===== config.mk =====
export PLATFORM = sky130hd
export DESIGN_NAME = virtio_used_ring_handler_main
export DESIGN_NICKNAME = d
export VERILOG_FILES = /design/src/rtl/virtio_used_ring_handler_main.sv
export SDC_FILE = /design/constraint.sdc
export NUM_CORES = 1
export LEC_CHECK = 0
export ABC_CLOCK_PERIOD_IN_PS = 8200
export BUFFER_PORTS_ARGS = -buffer_cell sky130_fd_sc_hd__buf_2
export CAP_MARGIN = 20
export CORE_MARGIN = 4
export CORE_UTILIZATION = 40
export CTS_CLUSTER_SIZE = 28
export DETAILED_ROUTE_END_ITERATION = 8
export MAX_ROUTING_LAYER = met4
export SYNTH_ARGS = -nofsm -noshare
export SYNTH_HDL_FRONTEND = slang
export SYNTH_SLANG_ARGS = --single-unit

===== constraint.sdc =====
create_clock -name aclk -period 8.2 [get_ports aclk]
set_input_delay 0 -clock aclk [delete_from_list [all_inputs] [get_ports aclk]]
set_output_delay 0 -clock aclk [all_outputs]
set_load 0.05 [all_outputs]

===== src/rtl/virtio_used_ring_handler_main.sv =====
// virtio_used_ring_handler_main
//   Device-side used ring writer. Completed descriptor chains arrive on rx and
//   are published to the driver as an in-order request stream on tx. Each
//   element becomes a WRITE_RING request. The new used idx is then published
//   with WRITE_IDX. The driver's suppression state is read back with
//   READ_FLAGS or READ_USED_EVENT, and an interrupt is raised only when the
//   virtio notification rules ask for one.
//
// Ports
//   aclk, areset        clock, asynchronous active-high reset
//   configure_*         [15:0] initial used idx, [16] event_idx enable,
//                       [17] load_idx (honoured only while idle)
//   rx_*                completed element {len[31:0], id[31:0]}
//   tx_*                memory request, tid = request type,
//                       tdata = {element[63:0], offset[15:0]}
//   response_*          16-bit value returned by a flags/used_event read
//   interrupt_*         driver interrupt request
module virtio_used_ring_handler_main #(
    parameter int MAX_BURST_TRANSACTIONS = 16
) (
    input  logic        aclk,
    input  logic        areset,
    input  logic        configure_tvalid,
    output logic        configure_tready,
    input  logic [17:0] configure_tdata,
    input  logic        rx_tvalid,
    output logic        rx_tready,
    input  logic [63:0] rx_tdata,
    output logic        tx_tvalid,
    input  logic        tx_tready,
    output logic [1:0]  tx_tid,
    output logic [79:0] tx_tdata,
    input  logic        response_tvalid,
    output logic        response_tready,
    input  logic [15:0] response_tdata,
    output logic        interrupt_tvalid,
    input  logic        interrupt_tready
);

    if (MAX_BURST_TRANSACTIONS < 1 || MAX_BURST_TRANSACTIONS > 65535) begin : g_bad_max
        $error("MAX_BURST_TRANSACTIONS must lie in 1..65535");
    end

    localparam logic [15:0] LP_MAX_BURST = 16'(MAX_BURST_TRANSACTIONS);

    localparam logic [1:0] TID_WRITE_RING      = 2'd0;
    localparam logic [1:0] TID_WRITE_IDX       = 2'd1;
    localparam logic [1:0] TID_READ_FLAGS      = 2'd2;
    localparam logic [1:0] TID_READ_USED_EVENT = 2'd3;

    typedef enum logic [2:0] {
        S_IDLE,
        S_RING,
        S_IDX,
        S_NOTIFY,
        S_WAIT,
        S_INTERRUPT
    } state_t;

    state_t      r_state;
    logic [15:0] r_ring_idx;    // next ring slot to be written
    logic [15:0] r_used_idx;    // last used idx published to the driver
    logic [15:0] r_old_idx;     // used idx published before r_used_idx
    logic [15:0] r_burst_count;
    logic        r_event_idx;

    logic w_free;
    logic w_rx_hs;
    logic w_need;

    // Decide whether the driver wants to be notified.
    // Flags mode: notify unless NO_INTERRUPT (bit 0) is set.
    // Event mode: notify when used_event falls among the entries just
    // published, i.e. the virtio vring_need_event() test in 16-bit arithmetic.
    function automatic logic f_need(input logic        ev,
                                    input logic [15:0] used_idx,
                                    input logic [15:0] old_idx,
                                    input logic [15:0] resp);
        logic [15:0] v_dist_event;
        logic [15:0] v_dist_old;
        v_dist_event = used_idx - resp - 16'd1;
        v_dist_old   = used_idx - old_idx;
        if (ev) begin
            return v_dist_event < v_dist_old;
        end
        return !resp[0];
    endfunction

    // The tx register can take a new request when empty or draining this cycle.
    assign w_free          = !tx_tvalid || tx_tready;
    assign rx_tready       = (r_state == S_RING) && w_free && (r_burst_count < LP_MAX_BURST);
    assign w_rx_hs         = rx_tvalid && rx_tready;
    assign response_tready = (r_state == S_WAIT);
    assign w_need          = f_need(r_event_idx, r_used_idx, r_old_idx, response_tdata);

    always_ff @(posedge aclk or posedge areset) begin
        if (areset) begin
            r_state          <= S_IDLE;
            r_ring_idx       <= '0;
            r_used_idx       <= '0;
            r_old_idx        <= '0;
            r_burst_count    <= '0;
            r_event_idx      <= 1'b0;
            configure_tready <= 1'b0;
            tx_tvalid        <= 1'b0;
            tx_tid           <= '0;
            tx_tdata         <= '0;
            interrupt_tvalid <= 1'b0;
        end else begin
            configure_tready <= 1'b1;

            if (configure_tvalid && configure_tready) begin
                r_event_idx <= configure_tdata[16];
                if (configure_tdata[17] && (r_state == S_IDLE)) begin
                    r_ring_idx <= configure_tdata[15:0];
                    r_used_idx <= configure_tdata[15:0];
                end
            end

            // Drop valid on acceptance; a request issued below overrides this.
            if (tx_tvalid && tx_tready) begin
                tx_tvalid <= 1'b0;
            end

            case (r_state)
                S_IDLE: begin
                    if (rx_tvalid) begin
                        r_state <= S_RING;
                    end
                end

                S_RING: begin
                    if (w_rx_hs) begin
                        tx_tvalid     <= 1'b1;
                        tx_tid        <= TID_WRITE_RING;
                        tx_tdata      <= {rx_tdata, r_ring_idx};
                        r_ring_idx    <= r_ring_idx + 16'd1;
                        r_burst_count <= r_burst_count + 16'd1;
                    end else if (w_free && (!rx_tvalid || (r_burst_count == LP_MAX_BURST))) begin
                        r_state <= S_IDX;
                    end
                end

                S_IDX: begin
                    if (w_free) begin
                        tx_tvalid     <= 1'b1;
                        tx_tid        <= TID_WRITE_IDX;
                        tx_tdata      <= {64'd0, r_ring_idx};
                        r_old_idx     <= r_used_idx;
                        r_used_idx    <= r_ring_idx;
                        r_burst_count <= '0;
                        r_state       <= S_NOTIFY;
                    end
                end

                S_NOTIFY: begin
                    if (w_free) begin
                        tx_tvalid <= 1'b1;
                        tx_tid    <= r_event_idx ? TID_READ_USED_EVENT : TID_READ_FLAGS;
                        tx_tdata  <= '0;
                        r_state   <= S_WAIT;
                    end
                end

                S_WAIT: begin
                    if (response_tvalid) begin
                        if (w_need) begin
                            interrupt_tvalid <= 1'b1;
                            r_state          <= S_INTERRUPT;
                        end else begin
                            r_state <= S_IDLE;
                        end
                    end
                end

                S_INTERRUPT: begin
                    if (interrupt_tready) begin
                        interrupt_tvalid <= 1'b0;
                        r_state          <= S_IDLE;
                    end
                end

                default: begin
                    r_state <= S_IDLE;
                end
            endcase
        end
    end

endmodule


==> metrics, run 1 <==
status complete, no violations; share of layout cells above drive strength 1 0.2287; initial DRC count 324; CP delay by family, top compound AO/OA/AOI/OAI gates; Slowest Stage Delay on Critical Path 620 ps; Ys Warns 0; endpoint class of the critical path flop; fin area roughly 11,000 µm²; max_cap viols 0; HP Class input pin to flop; fin. max-slew vios 0; Root Driver clkbuf_16; std cell rows just over 50; pwr/cell area 473.7 nW/µm²; synth unique cells 63; cts bufs inserted 17; die outline area between 20,000 and 25,000 µm²; IO Count 192; worst hold slack 43.89 ps; CTS tree done; Setup CP Type flop to flop; Leak 5.230 nW; most frequent cells in the layout buf_2 (191), dfrtp_1 (153), dlygate4sd3_1 (86); sequential fraction of the synthesis area 0.4760; wirelength, routed ~22 mm; DRT antenna net count 0; Critical path buffers and inverters 1; WL/cell 16.45 µm; clk slew on worst S/H paths around 60 ps; Layout Nets 1,209; Setup violations, final 0; Worst Setup Start Kind flop; total track usage 0.2019; clock skew after layout approximately 8 ps; H-tree Lvls 4; I/O Buffers about 190; Worst-Margin Slew between 1000 and 1500 ps; Synth Cell Area between 8000 and 9000 µm²; Gates resized, CTS repair 0; final worst-path cycle share 0.5415; DR DRC count 0; Final Util 0.5431; CP cell instances ha_1, and3_1, a221oi_1, a21oi_1, nor2b_1, o21ai_0, xor2_1, ha_1, nand2_1, or3_1, a2111o_1, o211ai_1, o21a_1, a21oi_1, dlygate4sd3_1; fin cells 1,332; Max clock buf depth 2; RSZ-0062 raised after global routing no; slowest CP cell a221oi_1; final hold violation count 0; gpl congestion 0.8218; Initial Utilization 0.4106; CP Data Arrival Time approximately 4800 ps; hold_buf cts 86; Max VDD drop 0.2951 mV; initial antenna violation count 0; Post-Syn Instances about 790; DP Area 9176 µm²; total negative slack 0 ps; commonest non-fill, non-tap cell in the layout buf_2; Area Growth Syn to Fin 32.28%; Die Ht approximately 150 µm; #FFs+latches synth 153; Placed Cells 1,214; EDFF count, synth 0; Tmin final 4441 ps; Syn Area/Cell just over 10 µm²; vias in the first global route a little under 7,000; CTS sink count around 150; vias per cell between 5 and 6; FMAX about 230 MHz; antenna cells 0; Initial DRT Pass Iterations 5; hpwl dp around 15 mm; core area 19,590 µm²; Die Width 149.8 µm; syn nets 948; crit-path max FO 4; via count between 6,000 and 7,000; postcts setup bufs 0; largest net degree at the start of global routing 86; Congestion Overflow GR 0; Main synth FF type dfrtp_1; first-pass GRT wire length 35.40 mm; required arrival time at the worst endpoint ~8500 ps; async set-reset flop share out of synthesis 1.000; Worst slew margin 0.3035; clk_lat worst skew 420 ps
-- per-stage QoR --
step                      power (mW)  setup slack [ps]
after floorplan                3.563              4079
after global placement         4.185              4353
after detailed placement       4.199              4268
after CTS                      5.066              3808
after global routing           5.472              3380
final                          5.040              3759
-- sequential cells by signal (all words and copies together) (netlist names) --
name              flops
r_state               3
tx_tid                2
configure_tready      1
r_burst_count        16
tx_tdata             80
interrupt_tvalid      1
r_event_idx           1
tx_tvalid             1
r_ring_idx           16
r_old_idx            16
r_used_idx           16
-- cell usage after synthesis, drive strengths merged (9+ instances only) --
master / number / share of area
clkbuf: 11 / 0.0051
ha: 48 / 0.075
nand3: 11 / 0.0068
dfrtp: 153 / 0.48
a22o: 78 / 0.085
a211oi: 9 / 0.0084
nor2: 46 / 0.021
mux2i: 19 / 0.024
buf: 29 / 0.021
xnor2: 16 / 0.017
a21oi: 48 / 0.030
o21ai: 57 / 0.035
nand4: 10 / 0.0078
xor2: 12 / 0.013
a21o: 10 / 0.0093
inv: 53 / 0.025
nand2b: 9 / 0.0070
nor2b: 16 / 0.012
nand2: 70 / 0.033
-- report_power, final --
group | switching [mW] | leakage, nW | internal (mW)
logic | 1.86 | 3.04 | 1.06
clock network | 0.322 | 0.286 | 0.483
registers | 0.250 | 1.91 | 1.06
-- per-layer routing --
layer	vias up	global-route usage	routed length, µm
met5	-	-	0
met4	0	0.05627	383
met3	33	0.03331	696
met2	145	0.3262	11150
met1	3285	0.2646	9678
li1	3382	-	-
-- layout make-up --
type                    count  area (µm²)
inverters                  53       203.9
well taps                 265       331.6
clock inverters            13       168.9
flip-flops and latches    153        3829
repair buffers            282        1854
clock buffers              19       432.9
fillers                  1783        8951
multi-input cells         547        3819
-- cell families (layout without fill, tap and decap cells) --
group | count (synthesis) | in the layout | synth area share
AO/OA/AOI/OAI | 256 | 256 | 0.2215
AND/OR/NAND/NOR | 190 | 190 | 0.1136
flip-flops | 153 | 153 | 0.4760
buffers and inverters | 93 | 367 | 0.05040
adder cells (fa/ha/maj) | 50 | 50 | 0.07965
XOR/XNOR | 28 | 28 | 0.03049
multiplexers | 22 | 22 | 0.02785
other | 1 | 1 | 0.0004663
-- worst min-delay path, delay by kind of cell --
kind / cells / cell delay, ps
buffers and inverters: 1 / 100
and+or+nand+nor: 1 / 50
AOI/OAI and AO/OA: 2 / 270
-- path summary, 6_finish.rpt --
path	start	endpoint	slack, ps	cells past startpoint
setup / recovery	r_used_idx[2]	interrupt_tvalid	3760	15
hold / removal	rx_tvalid	r_state[1]	40	4
setup reg to reg	r_used_idx[2]	interrupt_tvalid	3760	15
hold reg to reg	tx_tid[0]	tx_tid[0]	480	2
max in group asynchronous	areset	tx_tdata[50]	6540	4
min in group asynchronous	areset	tx_tdata[63]	230	3
Note: power is estimated with default switching activity, not from simulation.
==> inputs of run 2 (changes only) <==
--- a/config.mk
+++ b/config.mk
@@ -5,7 +5,7 @@
 export SDC_FILE = /design/constraint.sdc
 export NUM_CORES = 1
 export LEC_CHECK = 0
-export ABC_CLOCK_PERIOD_IN_PS = 8200
+export ABC_CLOCK_PERIOD_IN_PS = 4550
 export BUFFER_PORTS_ARGS = -buffer_cell sky130_fd_sc_hd__buf_2
 export CAP_MARGIN = 20
 export CORE_MARGIN = 4
==> constraint.sdc (replaced) <==
create_clock -name aclk -period 4.55 [get_ports aclk]
set_input_delay 0 -clock aclk [delete_from_list [all_inputs] [get_ports aclk]]
set_output_delay 0 -clock aclk [all_outputs]
set_load 0.05 [all_outputs]
==> run 2 against run 1 <==
Net effect:
- clock power increased by 69%
- clock skew grew 4.6 ps
- non-clock buffer count rose by 1
- fmax grew 3.0%
- flip-flop and latch count is the same
- routed wire length grew 1.9%
==> metrics, run 2 (synthesis results as in run 1) <==
max_cap viols 0; global route hottest layer met2; crit-path max FO 4; pwr/cell area 852.7 nW/µm²; clk_lat worst skew roughly 420 ps; final worst-path cycle share 0.9475; worst hold slack about 40 ps; first-pass GRT wire length 34.87 mm; largest net degree at the start of global routing 84; fill cell count 1,777; Die Ht 149.8 µm; Clk pwr share 0.150; Die Width 149.8 µm; met3 usage 0.03513; Root Driver clkbuf_16; Sw Ratio 0.4900; met2 Use GR 0.3244; Congestion Overflow GR 0; Comb pwr share 0.589; pre-CTS WS 619.0 ps; vias per cell 5.236; initial antenna violation count 0; Reg with most FFs tx_tdata; share of layout cells above drive strength 1 0.2378; Pwr Total 9.078 mW; hpwl dp 15.31 mm; core area between 15,000 and 20,000 µm²; Final Util 0.5435; IO Count 192; antenna cells 0; vias in the first global route 6,735; H-tree Lvls 4; status complete, no violations; Worst-Margin Slew 1014 ps; commonest non-fill, non-tap cell in the layout buf_2; wirelength, routed 22.32 mm; Area Growth Syn to Fin 32.37%; initial DRC count 407; via count 6,979; clk slew on worst S/H paths 70 ps; total negative slack 0 ps; final hold violation count 0; I/O Buffers 191; Net Sw Power 4.449 mW; FMAX 232.0 MHz; clock skew after layout 12.42 ps; CTS tree done; HP Class input pin to flop; CP Data Arrival Time 4620 ps; Worst Setup Start Kind flop; Worst slew margin 0.3241; Leak 5.224 nW; required arrival time at the worst endpoint a little under 5000 ps; WHS Path Cells 4; CTS sink count 153; gpl congestion 0.8305; Max VDD drop 0.4089 mV; max FFs per register 80; fin. max-slew vios 0; DR DRC count 0; Max clock buf depth 2; Final WS setup between 200 and 250 ps; RSZ-0062 raised after global routing no; internal power 4.629 mW; WL/cell 16.74 µm; endpoint class of the critical path flop; Initial Utilization 0.4106; Setup CP Type flop to flop; Setup violations, final 0; most frequent cells in the layout buf_2 (191), dfrtp_1 (153), dlygate4sd3_1 (86); Flop pwr share 0.261; DRT antenna net count 0; Initial DRT Pass Iterations 6; Reg2Reg Depth 18; cts bufs inserted 17; total track usage 0.2007; met1 usage 0.2599; area occupied by multi-input gates 3849 µm²; die outline area roughly 22,000 µm²; register area approximately 3800 µm²; Tmin final 4311 ps; std cell rows between 50 and 60; Layout Nets 1,210
run 2: cell count changes in the layout (fill, tap and decap cells not counted), moves of 2 or more:
| cell | change |
|---|---|
| a21oi_1 | -4 |
| a21oi_2 | +4 |
| bufinv_16 | -2 |
| clkbuf_1 | -2 |
| clkbuf_8 | +2 |
| clkinv_4 | +2 |
| o21ai_0 | -2 |
| o21ai_1 | +2 |
run 2: layer usage:
layer / vias up / part of all wire
li1: 3386 / -
met1: 3380 / 0.44
met2: 178 / 0.50
met3: 35 / 0.034
met4: 0 / 0.022
met5: - / 0
run 2: through the flow:
stage                     area, µm²  std cells
after floorplan                8043        793
after global placement         9184       1215
after detailed placement       9184       1215
after CTS                     10620       1333
after global routing          10650       1333
final                         10650       1333
run 2: final timing paths:
kind | slack [ps] | from | end
max | 240 | r_used_idx[0] | interrupt_tvalid
min | 40 | rx_tvalid | r_state[1]
max reg2reg | 240 | r_used_idx[0] | interrupt_tvalid
min reg2reg | 490 | tx_tid[0] | tx_tid[0]
max in group asynchronous | 3240 | areset | r_burst_count[11]
min in group asynchronous | 270 | areset | tx_tdata[63]
run 2: area by class of cell:
type,instances,area share
Inverter,53,0.01916
Clock inverter,13,0.01116
Timing Repair Buffer,283,0.1749
Tap cell,265,0.03114
Sequential cell,153,0.3596
Multi-Input combinational cell,547,0.3615
Clock buffer,19,0.04254
run 2: power by group through the flow:
| stage | clock network [mW] | logic [mW] | registers (mW) |
|---|---|---|---|
| after CTS | 1.39 | 5.29 | 2.37 |
| after global placement | 0 | 5.17 | 2.38 |
| after detailed placement | 0 | 5.20 | 2.37 |
| after floorplan | 0 | 3.08 | 3.34 |
| final | 1.36 | 5.35 | 2.37 |
| after global routing | 1.45 | 5.87 | 2.44 |
run 2: worst max-delay path, cell delays in order, from the launching register on:
cell and delay (ps):
dfrtp_1 410, inv_1 80, ha_1 170, inv_1 60, fa_1 410, a21o_1 200, a21oi_2 190, o21ai_1 130
a21oi_1 210, o21ai_0 130, xnor2_1 140, ha_1 270, nand2_1 60, or3_1 410, a2111o_1 320, o211ai_1 200
o21a_1 200, a21oi_1 70, dlygate4sd3_1 550
run 2: timing repair:
action | in CTS | in global routing
endpoints found under the setup margin | 0 | 1
hold buffers | 86 | 0
buffers inserted | 0 | 0
resized for setup | 0 | 10
hold endpoints to repair | 173 | 0
